<file path="src/rtl/shift_arbiter.sv">
// Two-requester arbiter in front of one shared barrel shifter, with a one-entry result register.
// Define SHIFT_ARBITER_RR_EN for round-robin arbitration; otherwise requester 0 has fixed priority.
module shift_arbiter #(
  parameter int unsigned WIDTH = 32,
  parameter int unsigned AMT_W = $clog2(WIDTH)
) (
  input  logic             clk_i,
  input  logic             rst_ni,
  input  logic             req0_valid_i,
  output logic             req0_ready_o,
  input  logic [WIDTH-1:0] req0_data_i,
  input  logic [AMT_W-1:0] req0_amount_i,
  input  logic             req0_arith_i,
  input  logic             req0_left_i,
  input  logic             req1_valid_i,
  output logic             req1_ready_o,
  input  logic [WIDTH-1:0] req1_data_i,
  input  logic [AMT_W-1:0] req1_amount_i,
  input  logic             req1_arith_i,
  input  logic             req1_left_i,
  output logic             out_valid_o,
  input  logic             out_ready_i,
  output logic [WIDTH-1:0] out_data_o,
  output logic             out_id_o
);

  typedef enum logic {EMPTY = 1'b0, FULL = 1'b1} state_t;

  state_t           state;
  logic             accept;
  logic             grant0;
  logic             grant1;
  logic             grant_any;
  logic [WIDTH-1:0] sel_data;
  logic [AMT_W-1:0] sel_amount;
  logic             sel_arith;
  logic             sel_left;
  logic [WIDTH-1:0] shifted;

  // A new result fits when the register is empty or is being drained this cycle.
  assign accept = rst_ni & ((state == EMPTY) | out_ready_i);

`ifdef SHIFT_ARBITER_RR_EN
  logic ptr;
  assign grant0 = accept & req0_valid_i & (~req1_valid_i | ~ptr);
  assign grant1 = accept & req1_valid_i & (~req0_valid_i | ptr);
`else
  assign grant0 = accept & req0_valid_i;
  assign grant1 = accept & req1_valid_i & ~req0_valid_i;
`endif

  assign grant_any    = grant0 | grant1;
  assign req0_ready_o = grant0;
  assign req1_ready_o = grant1;

  // Operand mux feeding the shared shifter.
  always_comb begin
    sel_data   = req0_data_i;
    sel_amount = req0_amount_i;
    sel_arith  = req0_arith_i;
    sel_left   = req0_left_i;
    if (grant1) begin
      sel_data   = req1_data_i;
      sel_amount = req1_amount_i;
      sel_arith  = req1_arith_i;
      sel_left   = req1_left_i;
    end
  end

  always_comb begin
    shifted = '0;
    if (sel_left)       shifted = sel_data << sel_amount;
    else if (sel_arith) shifted = WIDTH'($signed(sel_data) >>> sel_amount);
    else                shifted = sel_data >> sel_amount;
  end

  always_ff @(posedge clk_i) begin
    if (!rst_ni) begin
      state       <= EMPTY;
      out_valid_o <= 1'b0;
      out_data_o  <= '0;
      out_id_o    <= 1'b0;
    end else begin
      case (state)
        EMPTY: begin
          if (grant_any) begin
            state       <= FULL;
            out_valid_o <= 1'b1;
            out_data_o  <= shifted;
            out_id_o    <= grant1;
          end
        end
        FULL: begin
          if (grant_any) begin
            out_data_o <= shifted;
            out_id_o   <= grant1;
          end else if (out_ready_i) begin
            state       <= EMPTY;
            out_valid_o <= 1'b0;
          end
        end
        default: begin
          state       <= EMPTY;
          out_valid_o <= 1'b0;
        end
      endcase
    end
  end

`ifdef SHIFT_ARBITER_RR_EN
  // Pointer moves to the requester that did not just win.
  always_ff @(posedge clk_i) begin
    if (!rst_ni)        ptr <= 1'b0;
    else if (grant_any) ptr <= grant0;
  end
`endif

endmodule

</file>
<file path="config.mk">
export PLATFORM = sky130hd
export DESIGN_NAME = shift_arbiter
export DESIGN_NICKNAME = d
export VERILOG_FILES = /design/src/rtl/shift_arbiter.sv
export SDC_FILE = /design/constraint.sdc
export NUM_CORES = 1
export LEC_CHECK = 0
export ABC_AREA = 1
export CORE_MARGIN = 5
export CORE_UTILIZATION = 49
export CTS_BUF_LIST = sky130_fd_sc_hd__clkbuf_4
export DETAILED_ROUTE_END_ITERATION = 10
export GPL_TIMING_DRIVEN = 0
export PLACE_DENSITY = 0.87
export SLEW_MARGIN = 20
export SYNTH_ARGS = -nofsm -noshare
export SYNTH_HDL_FRONTEND = slang
export SYNTH_SLANG_ARGS = --single-unit
export TNS_END_PERCENT = 30
</file>
<file path="constraint.sdc">
create_clock -name clk_i -period 2.2 [get_ports clk_i]
set_input_delay 0.44 -clock clk_i [delete_from_list [all_inputs] [get_ports clk_i]]
set_output_delay 0.44 -clock clk_i [all_outputs]
set_load 0.005 [all_outputs]
</file>
==> summary.txt <==
Outcome
  • Status: finished with violations
  • Violated checks: negative setup slack

Clocking
  • Clock root buffer: clkbuf_4
  • H-tree Lvls: 2
  • Clock sink count: 35
  • CTS tree: built
  • TritonCTS Buffers: 5
  • Skew-Pair Late Insertion Delay: 0.39 ns
  • Clock transition at the registers of the reported paths: 0.13 ns
  • CTS max path bufs: 2

Detailed routing
  • Starting DRC count in detailed routing: 1213
  • 1st-pass router iterations: 6
  • Post-Route WL: 29400 µm
  • Vias per inst: 6.29
  • Final ANT Viol Nets: 0
  • Vias: 9049
  • Post-route DRC violation count: 0
  • WL per Instance: 20.4 µm

Cells and area
  • Commonest non-fill, non-tap cell in the layout: nand2_1
  • Count of non-filler cells in the finished layout: 1439
  • Final net count: 1378
  • Most frequent cells in the layout: nand2_1, nand3_1, clkdlybuf4s50_1
  • Antenna Cells: 0
  • Layout area overhead: 48.5%
  • Share of layout cells above drive strength 1: 0.251
  • Total of fill cells in the finished design: 994
  • Design area: 0.00832 mm²

Floorplanning
  • Chip Width: 117 µm
  • Starting Density: 0.495
  • Core ar.: 0.0113 mm²
  • Rows: 39
  • # IOs: 119
  • Die Area: 0.0137 mm²
  • Die height: 117 µm

STA
  • Clk_skew: 0.0132 ns
  • Worst-margin pin slew: 0.581 ns
  • Endpoints failing setup: 32
  • Crit share post-route: 1.07
  • Setup ws final: -0.148 ns
  • Worst slew margin relative to its limit: 0.613
  • Unrepaired setup endpoints after global routing: yes
  • Fmax: 0.426 GHz
  • Final Hold Vio Count: 0
  • Fin. max-slew vios: 0
  • Post-layout min period: 2.35 ns
  • Worst hold slack: 0.390 ns

Power and ir drop
  • Worst IR Drop VDD: 0.000525 V
  • P_leak: 4.16 nW
  • Pint: 0.00183 W
  • Sequential Power Share: 0.197
  • Net Sw Frac: 0.505
  • Combinational power share: 0.665
  • Power Total: 0.00369 W
  • Clock power share: 0.138
  • PD cells: 443 mW/mm²
  • NetSw: 0.00186 W

Placement
  • Number of I/O port buffers: 117
  • HPWL after DPL: 22000 µm
  • Post-placement cell area: 0.00695 mm²
  • Routability cong.: 1.09
  • Placed cells: 1401

Yosys
  • Mapped Area: 0.00560 mm²
  • Yosys warning total: 0
  • Syn_nets: 1224
  • Synth top area share: 0.317
  • Seq cells post-synth: 35
  • Synthesized area per cell: 4.91 µm²
  • Post-Syn Instances: 1141
  • Leading post-synthesis cells by cell area: nand2_1, nand3_1, dfxtp_1, inv_1, o21ai_0
  • Yosys top cell by area: nand2_1
  • Unique cell type count in the Yosys netlist: 29
  • Register area share after synthesis: 0.125

Global route
  • First-pass GRT wire length: 42900 µm
  • Total Routing Usage GR: 0.409
  • Vias in the first global route: 8095
  • Gr ovfl total: 0
  • Antenna violations before repair: 0
  • Pin count of the biggest net entering global routing: 14

Critical path
  • Critical Path RT: 2.50 ns
  • Crit path DAT: 2.65 ns
  • Setup crit end kind: flip-flop
  • CP Class: flip-flop to flip-flop
  • Startpoint type of the worst setup path: flip-flop
  • Worst-path fanout max: 10

Worst hold path
  • Worst hold path class: primary input to flip-flop

Run
  • # Max-Cap Violations: 0
[what timing repair did]
item	in CTS	in global routing
cloned	1	2
endpoints found under the setup margin	34	33
pin swaps	28	37
resized for setup	172	157
hold buffers	0	0
buffers inserted	16	11
[area by class of cell]
class                   instances  area, µm²  area share
multi-input cells             951       5030       0.605
repair buffers                146       1440       0.174
flip-flops and latches         35        702      0.0844
plain buffers                  75        563      0.0677
inverters                      81        319      0.0383
well taps                     143        179      0.0215
clock inverters                 3       46.3     0.00556
clock buffers                   5       37.5     0.00451
[power groups by stage]
stage                     Combinational (W)  Sequential, W  Clock [W]
after floorplan                     0.00118       0.000740          0
after global placement              0.00193       0.000736          0
after detailed placement            0.00194       0.000737          0
after CTS                           0.00214       0.000724   0.000496
after global routing                0.00259       0.000732   0.000525
final                               0.00245       0.000726   0.000509
[routing by layer]
layer,share of wire,global-route usage,vias to the layer above
met5,0,0,-
met4,0.070,0.202,0
met3,0.14,0.0946,191
met2,0.42,0.622,756
met1,0.37,0.542,4042
li1,-,-,4060
[worst max-delay path, stage by stage (launching register included)]
cell and delay (ns):
dfxtp_2 0.36, nand2_4 0.10, nand3_4 0.20, buf_8 0.22, nand2_1 0.10, nand2_4 0.12, nor2_2 0.26, inv_1 0.16
nand2_1 0.12, nand2_1 0.08, a21boi_0 0.24, o21ai_2 0.08, nor2_2 0.16, nor2_1 0.06
[Yosys cell counts]
library cell,n
a21boi_0,1
a21oi_1,41
a31oi_1,4
buf_1,3
buf_2,33
buf_4,6
buf_6,5
clkbuf_1,28
dfxtp_1,35
inv_1,75
inv_2,6
nand2_1,474
nand2_2,6
nand3_1,252
nand3_4,1
nand4_1,23
nor2_1,55
nor2_2,2
nor2_4,2
nor3_2,1
o211ai_1,7
o21a_1,1
o21ai_0,53
o21ai_1,19
o21ai_2,3
o21ai_4,1
o22ai_1,1
or2_0,2
or2_1,1
[cells by family (layout without fill, tap and decap cells)]
logic type / count (synthesis) / after routing / synth area share
AO/OA/AOI/OAI: 131 / 131 / 0.126
buffers and inverters: 156 / 310 / 0.123
flip-flops: 35 / 35 / 0.125
AND/OR/NAND/NOR: 819 / 820 / 0.626
[metrics by stage]
step / TNS [ns] / util / setup WS [ns]
6_report: -2.43 / 0.735 / -0.148
5_1_grt: -5.44 / 0.735 / -0.219
4_1_cts: -0.316 / 0.681 / -0.0528
3_5_place_dp: -27.55 / 0.614 / -1.11
3_3_place_gp: -26.85 / 0.614 / -1.04
2_1_floorplan: 0 / - / 0.136
[path summary, 6_finish.rpt]
path / from / end / slack [ns] / depth (start not counted)
worst max-delay path: state / out_data_o[28] / -0.15 / 13
worst min-delay path: out_ready_i / out_valid_o / 0.39 / 2
worst min register to register: out_id_o / out_id_o / 0.50 / 2
worst max register to register: state / out_data_o[28] / -0.15 / 13
[registers in the layout (all words and copies together) (netlist names)]
signal and flops:
out_valid_o 1, out_id_o 1, out_data_o 32, state 1
Power figures use the tool's default switching activity.
